===== src/rtl/reset_sequencer.sv =====
// rtl/reset_sequencer.sv - ordered multi-domain reset release with per-stage ack handshake
module reset_sequencer #(
  parameter int NUM_STAGES  = 4,
  parameter int HOLD_CYCLES = 8,
  parameter int STAGE_DELAY = 16,
  parameter int ACK_TIMEOUT = 255,
  parameter int SYNC_FF     = 2,
  parameter int CNT_W       = 8,
  localparam int STAGE_W    = (NUM_STAGES > 2) ? $clog2(NUM_STAGES) : 1
) (
  input  logic                  clk,
  input  logic                  reset,
  input  logic                  sw_reset_req,
  input  logic [NUM_STAGES-1:0] stage_ack,
  output logic [NUM_STAGES-1:0] stage_rst_n,
  output logic                  all_ready,
  output logic                  busy,
  output logic [STAGE_W-1:0]    cur_stage,
  output logic                  seq_err
);

  localparam logic [CNT_W-1:0]   HOLD_LAST    = CNT_W'(HOLD_CYCLES - 1);
  localparam logic [CNT_W-1:0]   DELAY_LAST   = CNT_W'(STAGE_DELAY - 1);
  localparam logic [CNT_W-1:0]   TIMEOUT_LAST = CNT_W'(ACK_TIMEOUT - 1);
  localparam logic [STAGE_W-1:0] LAST_STAGE   = STAGE_W'(NUM_STAGES - 1);

  typedef enum logic [2:0] {
    S_HOLD,
    S_DELAY,
    S_WAIT_ACK,
    S_DONE,
    S_ERROR
  } state_t;

  state_t                state;
  logic [CNT_W-1:0]      count;
  logic [NUM_STAGES-1:0] sync_q [SYNC_FF];
  logic [NUM_STAGES-1:0] sack;
  logic                  fault;

  // Each ack comes from its own clock domain, so only the last synchronizer stage is trusted.
  always_ff @(posedge clk or negedge reset) begin
    if (!reset) begin
      for (int i = 0; i < SYNC_FF; i++) sync_q[i] <= '0;
    end else begin
      sync_q[0] <= stage_ack;
      for (int i = 1; i < SYNC_FF; i++) sync_q[i] <= sync_q[i-1];
    end
  end

  assign sack = sync_q[SYNC_FF-1];

  // A valid ack masks a timeout expiring in the same cycle.
  assign fault = ((state == S_WAIT_ACK) && !sack[cur_stage] && (count == TIMEOUT_LAST)) ||
                 ((state == S_DONE) && !(&sack));

  always_ff @(posedge clk or negedge reset) begin
    if (!reset) begin
      state       <= S_HOLD;
      count       <= '0;
      cur_stage   <= '0;
      stage_rst_n <= '0;
      all_ready   <= 1'b0;
      busy        <= 1'b1;
      seq_err     <= 1'b0;
    end else if (sw_reset_req) begin
      state       <= S_HOLD;
      count       <= '0;
      cur_stage   <= '0;
      stage_rst_n <= '0;
      all_ready   <= 1'b0;
      busy        <= 1'b1;
      seq_err     <= 1'b0;
    end else if (fault) begin
      state       <= S_ERROR;
      count       <= '0;
      stage_rst_n <= '0;
      all_ready   <= 1'b0;
      busy        <= 1'b0;
      seq_err     <= 1'b1;
    end else begin
      if (busy) count <= count + CNT_W'(1);
      case (state)
        S_HOLD: begin
          if (count == HOLD_LAST) begin
            state     <= S_DELAY;
            count     <= '0;
            cur_stage <= '0;
          end
        end
        S_DELAY: begin
          if (count == DELAY_LAST) begin
            stage_rst_n[cur_stage] <= 1'b1;
            state                  <= S_WAIT_ACK;
            count                  <= '0;
          end
        end
        S_WAIT_ACK: begin
          if (sack[cur_stage]) begin
            count <= '0;
            if (cur_stage == LAST_STAGE) begin
              state     <= S_DONE;
              all_ready <= 1'b1;
              busy      <= 1'b0;
            end else begin
              cur_stage <= cur_stage + STAGE_W'(1);
              state     <= S_DELAY;
            end
          end
        end
        default: begin
        end
      endcase
    end
  end

endmodule


===== config.mk =====
export PLATFORM = sky130hd
export DESIGN_NAME = reset_sequencer
export DESIGN_NICKNAME = d
export VERILOG_FILES = /design/src/rtl/reset_sequencer.sv
export SDC_FILE = /design/constraint.sdc
export NUM_CORES = 1
export LEC_CHECK = 0
export ABC_AREA = 1
export CAP_MARGIN = 20
export CORE_MARGIN = 5
export CORE_UTILIZATION = 40
export CTS_BUF_LIST = sky130_fd_sc_hd__clkbuf_16
export CTS_CLUSTER_DIAMETER = 50
export DETAILED_ROUTE_END_ITERATION = 10
export HOLD_SLACK_MARGIN = 0.03
export MAX_ROUTING_LAYER = met4
export PLACE_DENSITY = 0.66
export SYNTH_ARGS = -nofsm -noshare
export SYNTH_HDL_FRONTEND = slang
export SYNTH_SLANG_ARGS = --single-unit
export TNS_END_PERCENT = 1

===== constraint.sdc =====
create_clock -name clk -period 4.2 [get_ports clk]
set_clock_uncertainty 0.05 [all_clocks]
set_input_delay 0.63 -clock clk [delete_from_list [all_inputs] [get_ports clk]]
set_output_delay 0.63 -clock clk [all_outputs]
set_load 0.02 [all_outputs]

; Word-level counts from Yosys, hierarchy flattened
; Cells that the tools add are included.
[op_classes]
bitwise = 1
n_addsub = 2
multipliers = 0
n_lt_le_gt_ge = 2
eq_ne = 14
shift = 0
reduce_logical = 21
n_mux = 40
div_mod_pow = 0
[op_table]
columns = cell, n
row1 = $mux 8, 6
row2 = $pmux 8 s3, 1
row3 = $reduce_bool 3->1, 6
row4 = $mux 4, 4
row5 = $mux 3, 5
row6 = $mux 1, 14
row7 = $mux 2, 6
row8 = $pmux 3 s3, 1
row9 = $add 8x1->8 const B, 1
row10 = $eq 8x3->1 const B, 1
row11 = $eq 8x4->1 const B, 1
row12 = $eq 8x8->1 const B, 1
row13 = $ne 4x4->1 const B, 2
row14 = $reduce_and 4->1, 2
row15 = $eq 3x2->1 const B, 2
row16 = $ne 3x3->1 const B, 2
row17 = $reduce_and 5->1, 1
row18 = $reduce_bool 5->1, 1
row19 = $logic_and 1x1->1, 4
row20 = $ne 4x3->1 const B, 1
row21 = $or 4x4->4, 1
row22 = $pmux 2 s2, 1
row23 = $eq 3x1->1 const B, 1
row24 = $logic_not 3->1, 1
row25 = 13 further kinds, 14
[word_totals]
word_cells = 89
mem_bits_ro = 0
ramBits = 0
in_bits = 7
latch_bits = 0
reg_bits = 28
n_memories = 0
output_inout_bits = 9

; Depth between registers and ports, before layout
; Gate-level depths: netlist of run 1.
[logic_depth]
depth_word = 9
ltp_mapped = 11

; Least setup slack after synthesis of run 1
; Ideal clock, no wire load.
[synth_path]
kind = register to register
startpoint = register busy
endpoint = register count[7]
path_stages_with_launch = 7
arrival_time_ps = 1252
synth_period_minus_slack_ps = 1420
path_buffers = 0
setup_ps = 119
required_ps = 4031
setup_slack_ps = 2780
cell_sequence = dfstp_2 nand2_1 nor2_2 nand3_2 nor3_2 xor2_1 nor2_2
[synth_via]
elab_chain_cells = 5
[synth_rtl]
columns = element, line
row1 = from (decl), 17  ; output logic busy,
row2 = from (signal assigned), 64  ; busy <= 1'b1;
row3 = from (signal assigned), 72  ; busy <= 1'b1;
row4 = from (signal assigned), 79  ; busy <= 1'b0;
row5 = $mux 8 *, 82  ; if (busy) count <= count + CNT_W'(1);
row6 = $mux 8 (on tied branches), "99, 85, 92"
row7 = $pmux 8 s3 *, 83  ; case (state)
row8 = $mux 8 *, 74  ; end else if (fault) begin
row9 = $mux 8 *, 66  ; end else if (sw_reset_req) begin
row10 = to (signal assigned), 82
row11 = to (decl), 36  ; logic [CNT_W-1:0] count;
; Every way passes the cells marked *; elsewhere a longest branch is shown, timed or not.
; A chain may end at the register's enable or synchronous reset.

; Worst setup path in the final report of run 1
[layout_path]
startpoint = register busy
endpoint = output busy
; No word-level cell between the ends.

==> results.cfg, run 1 <==
[clocking]
cts_root_buf = clkbuf_16
holdBufCountCts = 0
cts_buffers = 3
clock_sinks = 28
cts_setup_buffers = 0
cts_tree = yes
cts_resized = 0
clock_path_buffers = 2
clk_pin_slew_ns = 0.07
clk_latency_ns = 0.26
htree_levels = 1

[detailed_routing]
viasPerCell = 4.50
drtPass1Iterations = 4
vias = 1061
wire_per_inst_um = 11.2
ant_nets = 0
route.detailed.drc = 0
first_iter_violations = 53
wirelength_um = 2640

[grt]
grt_pass1_vias = 1047
antenna_found_initial = 0
gr-total-overflow = 0
grt_max_degree = 29
grt_pass1_wl_um = 4760
grt_usage_pct = 12.2

[place]
post_dp_cell_area_mm2 = 0.00167
io_buffers = 15
dp.cells = 232
routabilityCongestion = 0.827
hpwl_um = 1970

[critical_path]
cp.arrival_ns = 1.48
reg2reg_from = count[0]
crit_path_start = busy
worstSetupPathType = register to output pin
crit_family = buffers and inverters
crit_path_top_delay_cell = clkdlybuf4s50_1
cpPeakStageDelay_ns = 0.62
critPathBufInv = 1
cp_data_required_time_ns = 3.52
path_max_fanout = 7
crit_path_end_kind = output pin
critPathLaunchType = register
path_cells = clkdlybuf4s50_1
crit_cells = 1
ff2ff_path_depth = 9

[run]
drv_cap = 0

[sta]
fin_crit_ns = 2.16
slew_headroom_pct = 75.9
tightest_slew_ns = 0.362
fmax_mhz = 464
report.final.setup_viol = 0
drv_slew = 0
rsz0062_at_grt = no
final-hold-violation-count = 0
finalSetupTns_ns = 0
period_share_pct = 51.3

[floorplan]
start_util_pct = 40.6
io_pins = 16
core-area_mm2 = 0.00361
dieHeight_um = 70.5
rows = 22
die_area_mm2 = 0.00497
chipWidth_um = 70.5

[hold_path]
hold_class = register to register
min_from = sync_q[4]
hold_depth = 0

[logic_synthesis]
syn_area_mm2 = 0.00146
syn_nets = 182
yosys_register_bits = 28
netlist_instances = 169
synth_area_per_cell_um2 = 8.65
synth_cell_types = 25
yosys_warnings = 0
ys_seq_area_share_pct = 48.0

[cells_and_area]
flow.area_growth_from_synthesis_pct = 19.5
n_antenna_cell = 0
nNetsFinal = 202
fin_cells = 236
drive_gt1_share_pct = 12.8
stdcell_area_mm2 = 0.00175

[pwr]
power_density_mw_per_mm2 = 457
leakagePower_nw = 0.820
ir_worst_vdd_uv = 229

[run_status]
status = finished clean
-- layout make-up --
| class | instances | area [um2] |
|---|---|---|
| Inverter | 30 | 115 |
| Sequential cell | 28 | 702 |
| Clock inverter | 1 | 3.75 |
| Multi-Input combinational cell | 110 | 634 |
| Timing Repair Buffer | 16 | 158 |
| Tap cell | 48 | 60.1 |
| Fill cell | 349 | 1860 |
| Clock buffer | 3 | 75.1 |
-- kinds of logic (layout without fill, tap and decap cells) --
group | after synthesis | after routing | synth area share, %
buffers and inverters | 31 | 50 | 8.64
flip-flops | 28 | 28 | 48.0
AND/OR/NAND/NOR | 84 | 84 | 29.3
adder cells (fa/ha/maj) | 6 | 6 | 5.13
XOR/XNOR | 7 | 7 | 4.19
AO/OA/AOI/OAI | 13 | 13 | 4.70
-- synthesized netlist by cell type --
| master | n | area share, % |
|---|---|---|
| nor2_1 | 18 | 4.6 |
| nand3_4 | 1 | 1.2 |
| o21ai_2 | 1 | 0.60 |
| nand2_2 | 3 | 1.3 |
| inv_2 | 2 | 0.51 |
| buf_6 | 1 | 0.77 |
| ha_1 | 6 | 5.1 |
| inv_4 | 1 | 0.43 |
| xnor2_1 | 3 | 1.8 |
| nor3_1 | 1 | 0.34 |
| dfstp_2 | 1 | 1.8 |
| nand3_1 | 8 | 2.7 |
| a21oi_1 | 5 | 1.7 |
| nor2_2 | 2 | 0.86 |
| xor2_1 | 4 | 2.4 |
| nor3_2 | 2 | 1.4 |
| o21ai_0 | 6 | 2.1 |
| inv_1 | 27 | 6.9 |
| dfrtp_1 | 27 | 46 |
| nand2_1 | 35 | 9.0 |
| o21ai_1 | 1 | 0.34 |
| nand2_4 | 1 | 0.77 |
| nor2_4 | 1 | 0.77 |
| nand4_1 | 7 | 3.0 |
| nand3_2 | 5 | 3.4 |
-- registers in the layout, indices dropped and copies added, names as in the netlist --
signal,cells
all_ready,1
busy,1
count,8
cur_stage,2
sack,4
seq_err,1
stage_rst_n,4
state,3
sync_q,4
-- per-layer routing --
metal  up-vias  GRT usage, %  part of all wire (%)
met5         -             -                     0
met2        13          18.9                    46
met1       476          16.0                    49
met3         4          2.59                   2.6
met4         0          3.83                   1.6
li1        568             -                     -
-- cell usage in the layout (no fill, tap or decap), drive strengths merged --
master	netlist	layout
ha	6	6
clkbuf	0	3
buf	1	1
nand4	7	7
nor3	3	3
xor2	4	4
dfstp	1	1
nor2	21	21
xnor2	3	3
a21oi	5	5
clkinv	0	1
inv	30	30
nand2	39	39
dfrtp	27	27
o21ai	8	8
clkdlybuf4s50	0	15
nand3	14	14
-- through the flow --
step                      total power [mW]  hold WS [ns]  util, %  setup WS [ns]
after floorplan                      0.524         0.281        -           2.78
after global placement               0.588         0.282     46.3           2.31
after detailed placement             0.589         0.285     46.3           2.26
after CTS                            0.810         0.301     48.5           2.03
after global routing                 0.859         0.304     48.5           2.00
final                                0.799         0.298     48.5           2.04
-- power breakdown --
| part | switching, mW | internal, mW |
|---|---|---|
| Sequential | 0.0417 | 0.299 |
| Clock | 0.0875 | 0.128 |
| Combinational | 0.150 | 0.0934 |
| Total | 0.279 | 0.520 |
-- worst paths after layout --
check,end,slack (ns)
worst max-delay path,busy,2.04
worst min-delay path,sack[0],0.30
worst max register to register,count[1],2.68
worst min register to register,sack[0],0.30
max in group asynchronous,busy,3.11
min in group asynchronous,count[7],0.69
(Power assumes the default switching activity.)
==> inputs of run 2 (changes only) <==
- clock period: 4.2 -> 2.25 ns (I/O delays scaled with it)
==> results.cfg, run 2 (synthesis results as in run 1) <==
[place]
io_buffers = 15
post_dp_cell_area_mm2 = 0.00167
hpwl_um = 2020
routabilityCongestion = 0.912

[critical_path]
crit_family = buffers and inverters
ff2ff_path_depth = 6
crit_path_end_kind = output pin
cpPeakStageDelay_ns = 0.62
cp_data_required_time_ns = 1.86
path_cells = clkdlybuf4s50_1
path_max_fanout = 7
rrSetupSlack_ns = 0.76
regToRegEndpoint = count[0]
reg2reg_from = count[0]
critPathLaunchType = register
critPathBufInv = 1
crit_path_top_delay_cell = clkdlybuf4s50_1
cp.arrival_ns = 1.46
worstSetupPathType = register to output pin

[hold_path]
hold_path_end = sack[3]
min_from = sync_q[7]
hold_class = register to register
hold_depth = 0

[sta]
finalSetupTns_ns = 0
drv_slew = 0
slew_headroom_pct = 76.4
rsz0062_at_grt = no
tightest_slew_ns = 0.355
fmax_mhz = 541
fin_crit_ns = 1.85
period_share_pct = 82.2
report.final.setup_viol = 0
final-hold-violation-count = 0

[floorplan]
io_pins = 16
rows = 22
chipWidth_um = 70.5
core-area_mm2 = 0.00361
die_area_mm2 = 0.00497
dieHeight_um = 70.5
start_util_pct = 40.6

[detailed_routing]
wirelength_um = 2550
drtPass1Iterations = 4
viasPerCell = 4.58
top_layer = met4
wire_per_inst_um = 10.8
route.detailed.drc = 0
routed-wl-met2_um = 1220
vias = 1080
wl_met3_um = 59
wl_met1_um = 1210
first_iter_violations = 26
ant_nets = 0

[run_status]
status = finished clean

[pwr]
switching_share_pct = 32.3
p_comb_share_pct = 28.1
ir_worst_vdd_uv = 466
p_seq_share_pct = 39.6
power_density_mw_per_mm2 = 904
power.internal_mw = 1.09
p_switching_uw = 519
total_power_mw = 1.60
leakagePower_nw = 0.832
pwr-share-clk_pct = 32.3

[cells_and_area]
final_core_util_pct = 49.2
drive_gt1_share_pct = 13.3
mostFrequentLayoutCells = 35 x nand2_1, 27 x inv_1, 27 x dfrtp_1
nNetsFinal = 202
layout_commonest_cell = nand2_1
flow.area_growth_from_synthesis_pct = 21.3
largest_register = count
largest_reg_flops = 8
stdcell_area_mm2 = 0.00177
n_antenna_cell = 0

[clocking]
htree_levels = 1
clock_sinks = 28
cts_buffers = 3
cts_root_buf = clkbuf_16
clock_path_buffers = 2
holdBufCountCts = 0
clk_latency_ns = 0.26
clk_pin_slew_ns = 0.07
cts_setup_buffers = 0
cts_tree = yes
cts_resized = 0

[grt]
grt_usage_pct = 11.8
grt_pass1_vias = 965
antenna_found_initial = 0
grt_max_degree = 29
grt_pass1_wl_um = 4530
gr-total-overflow = 0

[run]
drv_cap = 0
## run 2: cell types whose count changed in the layout (fill, tap and decap cells not counted), sizes merged
cell,before,now
clkinv,1,0
bufinv,0,1
## run 2: per-layer routing
layer / global-route usage (%) / up-vias
met2: 18.2 / 10
met1: 14.7 / 495
li1: - / 570
met3: 2.59 / 5
met5: - / -
met4: 5.32 / 0
## run 2: metrics by stage
| step | setup slack, ns | cells | hold WS [ns] |
|---|---|---|---|
| floorplan | 0.830 | 169 | -0.00809 |
| global placement | 0.649 | 232 | 0.283 |
| detailed placement | 0.585 | 232 | 0.285 |
| CTS | 0.386 | 236 | 0.301 |
| global route | 0.363 | 236 | 0.305 |
| finish | 0.401 | 236 | 0.299 |
## run 2: power by group through the flow
stage	clock network (mW)	registers, mW	logic [mW]
after floorplan	0	0.638	0.339
after global placement	0	0.645	0.451
after detailed placement	0	0.645	0.456
after CTS	0.535	0.636	0.458
after global routing	0.561	0.647	0.516
final	0.519	0.635	0.450
## run 2: worst max-delay path by stage
stage | end | depth (start not counted) | startpoint
after global routing | busy | 1 | busy
final | busy | 1 | busy
after floorplan | count[7] | 6 | busy
after global placement | cur_stage[0] | 6 | sw_reset_req
after CTS | busy | 1 | busy
after detailed placement | cur_stage[0] | 6 | sw_reset_req
## run 2: layout make-up
| type | count | area [um2] |
|---|---|---|
| sequential | 28 | 702 |
| timing repair buffer | 16 | 158 |
| clock buffer | 3 | 75.1 |
| clock inverter | 1 | 30.0 |
| fill | 334 | 1830 |
| inverter | 30 | 115 |
| tap | 48 | 60.1 |
| multi-input combinational | 110 | 634 |
==> inputs of run 3 (changes only) <==
- PLACE_DENSITY: 0.66 -> 0.68
- clock period: 2.25 -> 1.5 ns (I/O delays scaled with it)
==> results.cfg, run 3 (synthesis results as in run 1) <==
[clocking]
cts_buffers = 3
cts_root_buf = clkbuf_16
htree_levels = 1
clk_latency_ns = 0.26
clock_path_buffers = 2
clock_sinks = 28
cts_tree = yes
clk_pin_slew_ns = 0.07
holdBufCountCts = 0

[grt]
grt_usage_pct = 12.4
antenna_found_initial = 0
grt_pass1_wl_um = 4750
gr-total-overflow = 0
grt_max_degree = 29
grt_pass1_vias = 1140

[cells_and_area]
largest_register = count
fin_cells = 248
final_core_util_pct = 52.9
layout_commonest_cell = nand2_1
mostFrequentLayoutCells = 33 x nand2_1, 25 x inv_1, 25 x dfrtp_1
nNetsFinal = 214
fillers = 328
largest_reg_flops = 8
n_antenna_cell = 0
drive_gt1_share_pct = 24.5
flow.area_growth_from_synthesis_pct = 30.5

[floorplan]
die_area_mm2 = 0.00497
start_util_pct = 40.6
dieHeight_um = 70.5
core-area_mm2 = 0.00361
rows = 22
chipWidth_um = 70.5
io_pins = 16

[detailed_routing]
vias = 1140
wirelength_um = 2700
first_iter_violations = 23
drtPass1Iterations = 4
route.detailed.drc = 0
ant_nets = 0
viasPerCell = 4.60
wire_per_inst_um = 10.9

[place]
hpwl_um = 2060
io_buffers = 15
dp.cells = 240
pre_cts_ws_ns = 0.0359
routabilityCongestion = 0.880

[sta]
slew_headroom_pct = 81.0
report.final.setup_viol = 0
period_share_pct = 98.7
worst_slack_ns = 0.0188
final-hold-violation-count = 0
fin_crit_ns = 1.48
fmax_mhz = 675
rsz0062_at_grt = yes
holdWs_ns = 0.262
tightest_slew_ns = 0.284
drv_slew = 0

[critical_path]
worstSetupPathType = register to output pin
crit_path_top_delay_cell = clkdlybuf4s50_1
cp_data_required_time_ns = 1.22
path_max_fanout = 2
regToRegEndpoint = count[0]
crit_family = buffers and inverters
crit_path_end_kind = output pin
rrSetupSlack_ns = 0.08
cpPeakStageDelay_ns = 0.60
critPathBufInv = 1
ff2ff_path_depth = 6
path_cells = clkdlybuf4s50_1
reg2reg_from = count[1]
critPathLaunchType = register
cp.arrival_ns = 1.21

[pwr]
power.internal_mw = 1.72
p_switching_uw = 809
switching_share_pct = 32.0
leakagePower_nw = 0.973
p_seq_share_pct = 36.9
power_density_mw_per_mm2 = 1320
ir_worst_vdd_uv = 661
total_power_mw = 2.52
p_comb_share_pct = 32.4
pwr-share-clk_pct = 30.8

[hold_path]
hold_class = primary input to asynchronous set/reset pin

[run]
drv_cap = 0

[run_status]
status = finished clean
==> run 3: cell types whose count changed in the layout (fill, tap and decap cells not counted), moves of 3 or more <==
cell,change
nor2_1,-4
nor2_2,+4
dlymetal6s2s_1,+4
clkdlybuf4s50_1,-7
buf_4,+11
dlygate4sd2_1,+3
==> run 3: cell type report <==
class,count,area [um2],share of cell area (%)
clock inverters,1,30.0,1.57
well taps,48,60.1,3.15
multi-input cells,110,657,34.4
inverters,30,115,6.03
flip-flops and latches,28,704,36.9
clock buffers,3,75.1,3.93
repair buffers,28,267,14.0
==> run 3: layer usage <==
metal	share of wire, %	up-vias	global-route usage (%)
met5	0	-	-
met4	3.9	0	8.72
met3	2.9	9	1.73
met2	48	16	18.7
met1	46	529	15.2
li1	-	586	-
==> run 3: per-stage QoR <==
step	instance area (um2)	setup TNS (ns)
final	1910	0
after global routing	1910	-0.320
after detailed placement	1740	0
after global placement	1740	0
after floorplan	1460	0
after CTS	1840	0
==> run 3: how the worst max path moves through the flow <==
stage,startpoint,end,cells past startpoint
final,all_ready,all_ready,1
after global routing,count[1],state[1],7
after CTS,stage_rst_n[2],stage_rst_n[2],1
after detailed placement,busy,busy,1
after global placement,sw_reset_req,cur_stage[0],6
after floorplan,busy,count[7],6
==> run 3: what timing repair did <==
| action | 4_1_cts | 5_1_grt |
|---|---|---|
| pin swaps | 0 | 10 |
| endpoints found under the setup margin | 3 | 24 |
| gates resized for setup | 3 | 17 |
| setup buffers | 0 | 4 |
==> run 3: power by group through the flow <==
stage	clock network, mW	registers [mW]	logic, mW
5_1_grt	0.819	0.946	0.948
3_3_place_gp	0	0.939	0.771
3_5_place_dp	0	0.945	0.784
2_1_floorplan	0	0.957	0.509
6_report	0.776	0.931	0.818
4_1_cts	0.791	0.931	0.776
